===== config.mk =====
export PLATFORM = sky130hd
export DESIGN_NAME = fp_add_seq_ctrl
export DESIGN_NICKNAME = d
export VERILOG_FILES = /design/src/rtl/fp_add_seq_ctrl.sv
export SDC_FILE = /design/constraint.sdc
export NUM_CORES = 1
export LEC_CHECK = 0
export CORE_ASPECT_RATIO = 0.8
export CORE_MARGIN = 4
export CORE_UTILIZATION = 55
export CTS_BUF_LIST = sky130_fd_sc_hd__clkbuf_8 sky130_fd_sc_hd__clkbuf_16
export CTS_CLUSTER_DIAMETER = 80
export DETAILED_ROUTE_END_ITERATION = 7
export GPL_ROUTABILITY_DRIVEN = 0
export PLACE_DENSITY = 0.77
export REMOVE_ABC_BUFFERS = 1
export SLEW_MARGIN = 20
export SYNTH_ARGS = -nofsm -noshare
export SYNTH_HDL_FRONTEND = slang
export SYNTH_SLANG_ARGS = --single-unit

===== constraint.sdc =====
create_clock -name clk -period 4.7 [get_ports clk]
set_clock_uncertainty 0.15 [all_clocks]
set_input_delay 0.94 -clock clk [delete_from_list [all_inputs] [get_ports clk]]
set_output_delay 0.94 -clock clk [all_outputs]
set_load 0.02 [all_outputs]

===== src/rtl/fp_add_seq_ctrl.sv =====
// Multi-cycle floating-point add/sub sequencer: swap -> align -> add/sub -> normalise,
// one shift per clock, with valid/ready handshakes and one operation in flight.
module fp_add_seq_ctrl #(
  parameter int MAN_W = 10,
  parameter int EXP_W = 5
) (
  input  logic             clk,
  input  logic             rst,
  input  logic             in_valid,
  output logic             in_ready,
  input  logic             op_sub,
  input  logic             a_sgn,
  input  logic [EXP_W-1:0] a_exp,
  input  logic [MAN_W-1:0] a_man,
  input  logic             b_sgn,
  input  logic [EXP_W-1:0] b_exp,
  input  logic [MAN_W-1:0] b_man,
  output logic             out_valid,
  input  logic             out_ready,
  output logic             res_sgn,
  output logic [EXP_W-1:0] res_exp,
  output logic [MAN_W-1:0] res_man,
  output logic             overflow,
  output logic             busy
);

  typedef enum logic [2:0] {
    S_IDLE, S_SWAP, S_ALIGN, S_ADD, S_NORM, S_DONE
  } state_t;

  localparam logic [EXP_W-1:0] EXP_MAX = '1;
  localparam logic [EXP_W-1:0] MAN_W_E = EXP_W'(MAN_W);

  state_t           state_q, state_d;
  logic             sub_q;
  logic             l_sgn, s_sgn;
  logic [EXP_W-1:0] l_exp, s_exp, d_q;
  logic [MAN_W-1:0] l_man, s_man;
  logic [MAN_W:0]   sum;
  logic [EXP_W-1:0] diff;
  logic             swap;
  logic             accept;

  assign in_ready  = (state_q == S_IDLE);
  assign busy      = (state_q != S_IDLE);
  assign out_valid = (state_q == S_DONE);
  assign accept    = in_valid && in_ready;

  // Larger exponent wins; on equal exponents the larger mantissa wins, ties keep a.
  assign swap = (s_exp > l_exp) || ((s_exp == l_exp) && (s_man > l_man));
  assign diff = swap ? (s_exp - l_exp) : (l_exp - s_exp);
  assign sum  = sub_q ? ({1'b0, l_man} - {1'b0, s_man}) : ({1'b0, l_man} + {1'b0, s_man});

  always_ff @(posedge clk) begin
    if (rst) state_q <= S_IDLE;
    else     state_q <= state_d;
  end

  always_comb begin
    // NOTE: next state defaults to the current state so every path assigns it and no latch is inferred.
    state_d = state_q;
    unique case (state_q)
      S_IDLE:  if (accept) state_d = S_SWAP;
      S_SWAP:  state_d = (diff == '0) ? S_ADD : S_ALIGN;
      S_ALIGN: if ((d_q > MAN_W_E) || (d_q == EXP_W'(1))) state_d = S_ADD;
      S_ADD:   state_d = S_NORM;
      S_NORM:  if (res_man[MAN_W-1] || (res_exp == '0)) state_d = S_DONE;
      S_DONE:  if (out_ready) state_d = S_IDLE;
      default: state_d = S_IDLE;
    endcase
  end

  // NOTE: the operand working registers are always loaded on accept before use, so only the visible outputs are reset.
  always_ff @(posedge clk) begin
    if (rst) begin
      res_sgn  <= 1'b0;
      res_exp  <= '0;
      res_man  <= '0;
      overflow <= 1'b0;
    end else begin
      unique case (state_q)
        S_IDLE: if (accept) begin
          l_sgn    <= a_sgn;
          l_exp    <= a_exp;
          l_man    <= a_man;
          s_sgn    <= b_sgn ^ op_sub;
          s_exp    <= b_exp;
          s_man    <= b_man;
          sub_q    <= a_sgn != (b_sgn ^ op_sub);
          overflow <= 1'b0;
        end
        S_SWAP: begin
          if (swap) begin
            l_sgn <= s_sgn;  l_exp <= s_exp;  l_man <= s_man;
            s_sgn <= l_sgn;  s_exp <= l_exp;  s_man <= l_man;
          end
          d_q     <= diff;
          res_sgn <= swap ? s_sgn : l_sgn;
        end
        S_ALIGN: begin
          if (d_q > MAN_W_E) s_man <= '0;
          else               s_man <= {1'b0, s_man[MAN_W-1:1]};
          d_q <= d_q - EXP_W'(1);
        end
        S_ADD: begin
          if (!sub_q && sum[MAN_W]) begin
            if (l_exp == EXP_MAX) begin
              overflow <= 1'b1;
              res_man  <= '1;
              res_exp  <= EXP_MAX;
            end else begin
              res_man <= sum[MAN_W:1];
              res_exp <= l_exp + EXP_W'(1);
            end
          end else if (sum == '0) begin
            res_sgn <= 1'b0;
            res_exp <= '0;
            res_man <= '0;
          end else begin
            res_man <= sum[MAN_W-1:0];
            res_exp <= l_exp;
          end
        end
        S_NORM: if (!res_man[MAN_W-1] && (res_exp != '0)) begin
          res_man <= {res_man[MAN_W-2:0], 1'b0};
          res_exp <= res_exp - EXP_W'(1);
        end
        default: ;
      endcase
    end
  end

endmodule


==> results of run 1 <==
[metrics by stage]
step / hold slack (ns) / power [mW] / area, µm²
after global routing: 0.361 / 4.23 / 5330
after global placement: 0.316 / 3.36 / 5130
after floorplan: 0.364 / 2.71 / 4380
after CTS: 0.335 / 3.88 / 5320
after detailed placement: 0.326 / 3.41 / 5130
final: 0.336 / 3.91 / 5330
[Yosys cell counts, types with 3 or more instances]
master | n | area [µm²]
a221oi_1 | 4 | 35.0
ha_1 | 35 | 438
a21oi_1 | 46 | 230
a21o_1 | 3 | 22.5
or3_1 | 4 | 25.0
a211o_1 | 5 | 43.8
and3_1 | 3 | 18.8
fa_1 | 4 | 80.1
o211ai_1 | 3 | 22.5
a311oi_1 | 3 | 26.3
o22ai_1 | 4 | 25.0
nand4_1 | 3 | 18.8
nand3b_1 | 7 | 52.6
inv_1 | 47 | 176
nand2_1 | 49 | 184
clkbuf_1 | 22 | 82.6
xnor2_1 | 12 | 105
o21ai_0 | 36 | 180
nor3b_1 | 3 | 22.5
a31oi_1 | 4 | 25.0
edfxtp_1 | 38 | 1140
nor3_1 | 18 | 90.1
a211oi_1 | 12 | 90.1
nor4_1 | 4 | 25.0
dfxtp_1 | 20 | 400
nand2b_1 | 12 | 75.1
nor2_1 | 45 | 169
and2_1 | 3 | 18.8
a222oi_1 | 9 | 90.1
nand3_1 | 12 | 60.1
o31ai_1 | 6 | 45.0
nor2b_1 | 9 | 56.3
o311ai_1 | 3 | 26.3
[logic make-up after synthesis]
logic type                 Yosys count  synth area share
AOI/OAI and AO/OA                  163             0.244
buffers and inverters               74            0.0656
muxes                                2           0.00445
xor gates and xnor gates            14            0.0273
adders and majority gates           39             0.115
DFF                                 58             0.343
and+or+nand+nor                    181             0.201
[worst paths after layout]
path | startpoint | to | slack [ns]
max | l_man[3] | l_man[6] | 0.87
min | res_man[9] | res_man[9] | 0.34
max reg2reg | l_man[3] | l_man[6] | 0.87
min reg2reg | res_man[9] | res_man[9] | 0.34
[flip-flops by register name, indices dropped and copies added (netlist names)]
| signal | cells |
|---|---|
| l_man | 10 |
| res_man | 10 |
| s_man | 10 |
| d_q | 5 |
| l_exp | 5 |
| res_exp | 5 |
| s_exp | 5 |
| state_q | 3 |
| l_sgn | 1 |
| overflow | 1 |
| res_sgn | 1 |
| s_sgn | 1 |
| sub_q | 1 |
[power by group]
part / internal, mW / switching [mW] / total, mW
logic: 0.942 / 1.50 / 2.44
registers: 0.820 / 0.193 / 1.01
clock network: 0.246 / 0.207 / 0.453
total: 2.01 / 1.90 / 3.91
[cells in the final DEF (no fill, tap or decap), types with 4 or more instances in the layout]
master	n
or3_1	4
nor3_1	18
a31oi_1	4
a222oi_1	9
a211o_1	5
o22ai_1	4
edfxtp_1	38
o21ai_0	36
o31ai_1	6
nor4_1	4
nand2b_1	12
ha_1	35
nand2_1	49
clkbuf_8	11
nand3_1	12
fa_1	4
dfxtp_1	20
a221oi_1	4
nand3b_1	7
buf_4	6
nor2b_1	9
clkdlybuf4s50_1	56
nor2_1	44
a211oi_1	11
inv_1	50
xnor2_1	12
a21oi_1	46
[routing by layer]
layer / vias up / GRT usage / part of all wire
met1: 1899 / 0.363 / 0.49
met3: 24 / 0.0534 / 0.074
li1: 2036 / - / -
met5: - / 0 / 0
met2: 203 / 0.386 / 0.42
met4: 0 / 0.0745 / 0.021
[final cells by class]
type                    instances  area share
inverters                      47      0.0331
multi-input cells             399       0.502
well taps                     108      0.0254
flip-flops and latches         58       0.289
clock inverters                 4     0.00305
repair buffers                 62       0.114
clock buffers                  12      0.0331
[critical path: cells and delay by family (launching register included)]
kind                       cells  cell delay [ns]
adders and majority gates      1             0.47
AOI/OAI and AO/OA              3             1.58
and+or+nand+nor                3             0.54
DFF                            1             0.43
buffers and inverters          1             0.34
==> reports/metrics.json, run 1 <==
{
  "timing": {
    "setup_ws_ns": 0.874,
    "slew_violations": 0,
    "tightest_slew_ns": 1.03,
    "hold_viol": 0,
    "setup_total_negative_slack_ns": 0,
    "highest_clock_rate_mhz": 261,
    "fin_crit_ns": 3.83,
    "final.period_utilization": 0.814,
    "max_slew_headroom": 0.310,
    "finalSetupViolations": 0,
    "rsz0062_at_grt": "false"
  },
  "worst_setup_path": {
    "worstPathCellList": "ha_1 > a21oi_1 > nand2b_1 > nand3b_1 > a2111oi_2 > nor2_1 > a21boi_2 > buf_4",
    "cp-end-kind": "register",
    "setup.worst_path.class": "reg2reg",
    "worst_ep_arrival_time_ns": 3.71,
    "reg2reg_depth": 8,
    "critical-path-slowest-cell": "a2111oi_2",
    "crit_path_start_kind": "register",
    "critical_path.max_fanout": 14,
    "timing.critical_path.required_ns": 4.59,
    "cpPeakStageDelay_ns": 0.75
  },
  "clock_tree": {
    "clockRootBuffer": "clkbuf_8",
    "numCtsBuffers": 9,
    "clock_sink_count": 58,
    "max-clock-path-buffers": 2,
    "cts_tree": "built",
    "cts.htree.levels": 3,
    "postCtsSetupBuffers": 0,
    "clkTransAtPathRegs_ns": 0.07,
    "insertion_delay_ns": 0.34,
    "cts_hold_buf": 0,
    "cts_repair_resize_count": 0
  },
  "synth": {
    "synth_top_flop_cell": "edfxtp_1",
    "synth-edff-count": 38,
    "synth-seq-cells": 58,
    "synth-seq-area-share": 0.343,
    "synth.cell_area_mm2": 0.00450,
    "synth.distinct_cells": 65,
    "postSynth.asyncResetShare": 0,
    "synthCells": 531,
    "yosysWarningCount": 0,
    "post_synth.cell_area_avg_um2": 8.47
  },
  "detailed_routing": {
    "drt_first_iter_violations": 417,
    "drt_first_pass_iters": 5,
    "postRouteAntennaNets": 0,
    "detailroute.via_count": 4162,
    "routed_via_density": 6.03,
    "drt-wirelength-per-cell_um": 17.1,
    "route.final.wire_length_um": 11800,
    "drt_drc_violations_left": 0
  },
  "power": {
    "p_leak_nw": 2.12,
    "p_per_area_mw_per_mm2": 734,
    "ir_drop_mv": 0.322
  },
  "die": {
    "io_count": 57,
    "die_h_um": 88.9,
    "die_area_mm2": 0.00970,
    "row_count": 29,
    "floorplan.core_area_mm2": 0.00795,
    "initial_core_util": 0.566,
    "die_width_um": 109
  },
  "finish": {
    "finish.utilization": 0.670,
    "multiInputGateArea_mm2": 0.00267,
    "register_area_mm2": 0.00154,
    "layout-area-overhead-vs-synth_pct": 18.4,
    "fill_cells": 651,
    "n_antenna_cell": 0,
    "layoutNonFillerInstCount": 690,
    "layout-drive-gt1-share": 0.0550,
    "nets": 653
  },
  "run": {
    "maxCapViolations": 0
  },
  "global_routing": {
    "grt.overflow.total": 0,
    "via_count_of_the_first_global_routing_pass": 3888,
    "wire_length_of_the_first_global_routing_pass_um": 19100,
    "grt_max_degree": 45,
    "grt_antenna_before_repair": 0,
    "total_track_usage": 0.253
  },
  "min_path": {
    "hold_path.class": "reg2reg",
    "worst_hold_path.num_cells": 2
  },
  "place": {
    "dp_worst_setup_slack_ns": 0.967,
    "io_buffer_count": 56,
    "detailedPlacementHpwl_um": 8710,
    "placedCellCount": 674
  },
  "run_status": {
    "status": "finished clean"
  }
}
(Power assumes the default switching activity.)
==> run 2, diff against run 1 <==
CORE_UTILIZATION = 51   (was 55)
PLACE_DENSITY = 0.75   (was 0.77)
clock period = 3.2 ns   (was 4.7 ns; I/O delays follow)
==> run 2 against run 1 <==
Wire length up 8.9%. Core utilization down 0.27 points. Final area up 6.8%. Register-to-register slack worse by 0.80 ns. Via count up 7.1%. Global-route usage down 1.0 points. Sequential cell count unchanged. Worst hold slack better by 0.012 ns. Count of clock-buffer cells in the layout unchanged. Setup slack worse by 0.80 ns. Combinational power up 73%. Total power up 62%. Highest routed layer unchanged.
==> reports/metrics.json, run 2 (same netlist as run 1, synthesis figures left out) <==
{
  "place": {
    "detailedPlacementHpwl_um": 9240,
    "io_buffer_count": 56,
    "dpl-instance-area_mm2": 0.00531,
    "dp_worst_setup_slack_ns": 0.0655,
    "placedCellCount": 700
  },
  "finish": {
    "reg.largest.list": "l_man (10), res_man (10), s_man (10)",
    "finish.utilization": 0.667,
    "finalInstanceArea_mm2": 0.00569,
    "fill_cells": 704,
    "layoutNonFillerInstCount": 719,
    "layout-drive-gt1-share": 0.127,
    "nets": 678,
    "layout-area-overhead-vs-synth_pct": 26.4,
    "mostFrequentLayoutCell": "clkdlybuf4s50_1",
    "final_cell_mix": "56 x clkdlybuf4s50_1, 49 x nand2_1, 47 x inv_1, 44 x nor2_1, 44 x a21oi_1",
    "n_antenna_cell": 0
  },
  "worst_setup_path": {
    "worstPathCellList": "ha_1 > buf_4 > o2111ai_1 > nand3b_1 > a2111oi_4 > nor2_2 > nor2_1 > a21oi_1 > nor3_2 > buf_4",
    "crit_path_start_kind": "register",
    "critPathLaunch": "l_man[4]",
    "timing.rr.start": "l_man[4]",
    "endpoint_of_the_lowest_slack_register_to_register_path": "s_man[6]",
    "timing.critical_path.mode_cell": "buf_4",
    "critical_path.max_fanout": 7,
    "reg2reg_depth": 10,
    "worst_ep_arrival_time_ns": 3.03,
    "crit_cells": 10,
    "worst_path_buffer_plus_inverter_count": 2,
    "timing.critical_path.required_ns": 3.10,
    "cp-end-kind": "register",
    "minimum_setup_slack_among_reg_to_reg_paths_ns": 0.07,
    "cpPeakStageDelay_ns": 0.44,
    "critical-path-slowest-cell": "ha_1",
    "critical-path-top-delay-family": "simple AND/OR/NAND/NOR gates",
    "crit_path_end": "s_man[6]",
    "setup.worst_path.class": "reg2reg"
  },
  "run": {
    "maxCapViolations": 0
  },
  "die": {
    "row_count": 30,
    "die_h_um": 92.0,
    "floorplan.core_area_mm2": 0.00852,
    "io_count": 57,
    "initial_core_util": 0.528,
    "die_area_mm2": 0.0104,
    "die_width_um": 113
  },
  "timing": {
    "slew_violations": 0,
    "hold_viol": 0,
    "highest_clock_rate_mhz": 319,
    "finalSetupViolations": 0,
    "holdWs_ns": 0.349,
    "setup_ws_ns": 0.0701,
    "setup_total_negative_slack_ns": 0,
    "final.period_utilization": 0.978,
    "max_slew_headroom": 0.414,
    "fin_crit_ns": 3.13,
    "tightest_slew_ns": 0.878
  },
  "clock_tree": {
    "clkTransAtPathRegs_ns": 0.07,
    "insertion_delay_ns": 0.35,
    "clock_sink_count": 58,
    "clockRootBuffer": "clkbuf_8",
    "numCtsBuffers": 9,
    "cts_tree": "built",
    "max-clock-path-buffers": 2,
    "cts.htree.levels": 3
  },
  "power": {
    "p_leak_nw": 2.27,
    "power_mw": 6.34,
    "p_per_area_mw_per_mm2": 1110,
    "ir_drop_mv": 0.427
  },
  "global_routing": {
    "wire_length_of_the_first_global_routing_pass_um": 20500,
    "grt_antenna_before_repair": 0,
    "grt_max_degree": 33,
    "total_track_usage": 0.242,
    "via_count_of_the_first_global_routing_pass": 4209,
    "grt.overflow.total": 0
  },
  "detailed_routing": {
    "drt_drc_violations_left": 0,
    "drt-wirelength-per-cell_um": 17.9,
    "routed_via_density": 6.20,
    "detailroute.via_count": 4457,
    "drt_first_pass_iters": 6,
    "postRouteAntennaNets": 0,
    "route.final.wire_length_um": 12900,
    "drt_first_iter_violations": 608
  },
  "min_path": {
    "hold_path.class": "reg2reg"
  },
  "run_status": {
    "status": "finished clean"
  }
}
-- run 2: final cells by class --
class                           instances  area [µm²]  share of cell area
Multi-Input combinational cell        399        2820               0.495
Sequential cell                        58        1540               0.271
Clock inverter                          4        20.0             0.00352
Inverter                               47         176              0.0310
Timing Repair Buffer                   87         806               0.142
Tap cell                              112         140              0.0246
Clock buffer                           12         188              0.0330
-- run 2: worst min-delay path by stage --
| stage | to | cells past startpoint | startpoint | slack, ns |
|---|---|---|---|---|
| floorplan | l_exp[4] | 2 | s_exp[4] | 0.36 |
| global placement | res_man[9] | 2 | res_man[9] | 0.32 |
| detailed placement | res_man[9] | 2 | res_man[9] | 0.34 |
| CTS | res_man[9] | 2 | res_man[9] | 0.35 |
| global route | res_man[5] | 2 | res_man[5] | 0.40 |
| finish | res_man[9] | 2 | res_man[9] | 0.35 |
-- run 2: what timing repair did --
action,4_1_cts,5_1_grt
setup buffers,0,2
setup endpoints to repair,0,22
gates resized for setup,0,29
hold buffers,0,0
endpoints found under the hold margin,0,0
-- run 2: power by group --
group          internal, mW  switching [mW]  leakage, nW
clock                 0.391           0.320        0.112
combinational          1.67            2.55         1.64
sequential             1.20           0.209        0.519
total                  3.27            3.07         2.27
-- run 2: metal layers --
metal	wire length [µm]	global-route usage
met1	5690	0.332
met2	5750	0.386
met3	1040	0.0501
met4	382	0.0731
met5	0	0
-- run 2: worst min-delay path: cells and delay by family, from the launching register on --
kind / cells / cell delay, ns
flops: 1 / 0.34
simple gates: 1 / 0.06
compound gates: 1 / 0.05
==> run 3, diff against run 2 <==
CAP_MARGIN = 20   (was unset)
CORE_ASPECT_RATIO = 1.4   (was 0.8)
==> run 3 against run 2 <==
Critical path depth decreased by 1. Fmax increased by 0.67%. Via count down 4.3%. Clock power up 28%. Largest cell class unchanged. Highest routed layer unchanged.
==> reports/metrics.json, run 3 (same netlist as run 1, synthesis figures left out) <==
{
  "timing": {
    "finalSetupViolations": 0,
    "final.period_utilization": 0.972,
    "fin_crit_ns": 3.11,
    "hold_viol": 0,
    "holdWs_ns": 0.326,
    "setup_total_negative_slack_ns": 0,
    "slew_violations": 0,
    "highest_clock_rate_mhz": 322,
    "setup_ws_ns": 0.0910,
    "tightest_slew_ns": 0.816,
    "rsz0062_at_grt": "true",
    "max_slew_headroom": 0.455
  },
  "die": {
    "io_count": 57,
    "die_area_mm2": 0.0104,
    "floorplan.core_area_mm2": 0.00861,
    "initial_core_util": 0.523,
    "die_width_um": 87.4,
    "row_count": 40,
    "die_h_um": 119
  },
  "worst_setup_path": {
    "cpPeakStageDelay_ns": 0.51,
    "critical_path.max_fanout": 6,
    "critical-path-slowest-cell": "or4_4",
    "critPathLaunch": "l_man[3]",
    "reg2reg_depth": 9,
    "cp-end-kind": "register",
    "timing.critical_path.required_ns": 3.25,
    "setup.worst_path.class": "reg2reg",
    "crit_path_end": "res_sgn",
    "timing.rr.start": "l_man[3]",
    "worstPathCellList": "ha_1 > nor2b_2 > o21ai_1 > and3_4 > or4_4 > a2111oi_4 > nand4_4 > nor4_2 > o32ai_1",
    "minimum_setup_slack_among_reg_to_reg_paths_ns": 0.09,
    "endpoint_of_the_lowest_slack_register_to_register_path": "res_sgn",
    "crit_path_start_kind": "register",
    "worst_ep_arrival_time_ns": 3.16
  },
  "clock_tree": {
    "clockRootBuffer": "clkbuf_16",
    "cts_hold_buf": 0,
    "postCtsSetupBuffers": 0,
    "cts_tree": "built",
    "clock_sink_count": 58,
    "max-clock-path-buffers": 2,
    "numCtsBuffers": 9,
    "cts.htree.levels": 3,
    "clkTransAtPathRegs_ns": 0.05,
    "insertion_delay_ns": 0.33,
    "cts_repair_resize_count": 0
  },
  "detailed_routing": {
    "detailroute.via_count": 4265,
    "drt_first_pass_iters": 5,
    "drt_first_iter_violations": 419,
    "route.final.wire_length_um": 11700,
    "postRouteAntennaNets": 0,
    "drt_drc_violations_left": 0,
    "drt-wirelength-per-cell_um": 16.5,
    "routed_via_density": 6.03
  },
  "global_routing": {
    "total_track_usage": 0.232,
    "met2_usage": 0.387,
    "grt.overflow.total": 0,
    "via_count_of_the_first_global_routing_pass": 4138,
    "met3_track_demand_over_resource_in_global_routing": 0.0388,
    "grt_antenna_before_repair": 0,
    "wire_length_of_the_first_global_routing_pass_um": 19300,
    "grt.busiest_layer": "met2",
    "grt_max_degree": 45,
    "globalRouteMet1Util": 0.301
  },
  "run_status": {
    "status": "finished clean"
  },
  "min_path": {
    "hold_path.class": "reg2reg"
  },
  "place": {
    "io_buffer_count": 56,
    "placedCellCount": 691,
    "dpl-instance-area_mm2": 0.00528,
    "dp_worst_setup_slack_ns": 0.0895,
    "detailedPlacementHpwl_um": 8590
  },
  "finish": {
    "register_area_mm2": 0.00154,
    "nets": 673,
    "mostFrequentLayoutCell": "clkdlybuf4s50_1",
    "final_cell_mix": "56 x clkdlybuf4s50_1, 50 x inv_1, 49 x nand2_1, 46 x a21oi_1, 45 x nor2_1",
    "reg.largest.list": "l_man (10), res_man (10), s_man (10)",
    "finalInstanceArea_mm2": 0.00560,
    "multiInputGateArea_mm2": 0.00270,
    "layoutNonFillerInstCount": 707,
    "n_antenna_cell": 0,
    "layout-drive-gt1-share": 0.0880,
    "fill_cells": 738,
    "finish.utilization": 0.650,
    "layout-area-overhead-vs-synth_pct": 24.4
  },
  "power": {
    "power_mw": 6.16,
    "p_per_area_mw_per_mm2": 1100,
    "ir_drop_mv": 0.598,
    "p_leak_nw": 2.26
  },
  "run": {
    "maxCapViolations": 0
  }
}
[run 3: cell types whose count changed in the layout (fill, tap and decap cells not counted), sizes merged]
| cell | change |
|---|---|
| clkinv | -1 |
| clkbuf | -3 |
| bufinv | +1 |
| buf | -5 |
| inv | +3 |
[run 3: how the worst min path moves through the flow]
| stage | start | end | slack [ns] | depth (start not counted) |
|---|---|---|---|---|
| floorplan | s_exp[4] | l_exp[4] | 0.36 | 2 |
| global placement | res_man[9] | res_man[9] | 0.32 | 2 |
| detailed placement | res_man[9] | res_man[9] | 0.33 | 2 |
| CTS | res_man[9] | res_man[9] | 0.33 | 2 |
| global route | res_man[9] | res_man[9] | 0.36 | 2 |
| finish | res_man[9] | res_man[9] | 0.33 | 2 |
[run 3: power breakdown]
part | internal [mW] | leakage, nW | total [mW] | switching (mW)
combinational | 1.53 | 1.59 | 3.81 | 2.28
clock | 0.586 | 0.148 | 0.909 | 0.323
sequential | 1.20 | 0.519 | 1.43 | 0.228
[run 3: worst max-delay path, delay by kind of cell (launching register included)]
| family | cells | cell delay, ns |
|---|---|---|
| AND/OR/NAND/NOR | 5 | 1.35 |
| AO/OA/AOI/OAI | 3 | 0.64 |
| flip-flops | 1 | 0.42 |
| adder cells (fa/ha/maj) | 1 | 0.42 |
[run 3: area by class of cell]
type	instances	share of cell area
Multi-Input combinational cell	399	0.482
Sequential cell	58	0.275
Clock buffer	9	0.0402
Clock inverter	7	0.00961
Tap cell	105	0.0235
Timing Repair Buffer	82	0.137
Inverter	47	0.0315
[run 3: layer usage]
metal	vias up	part of all wire
met5	-	0
met4	0	0.018
met3	21	0.059
met2	166	0.50
met1	2001	0.42
li1	2077	-
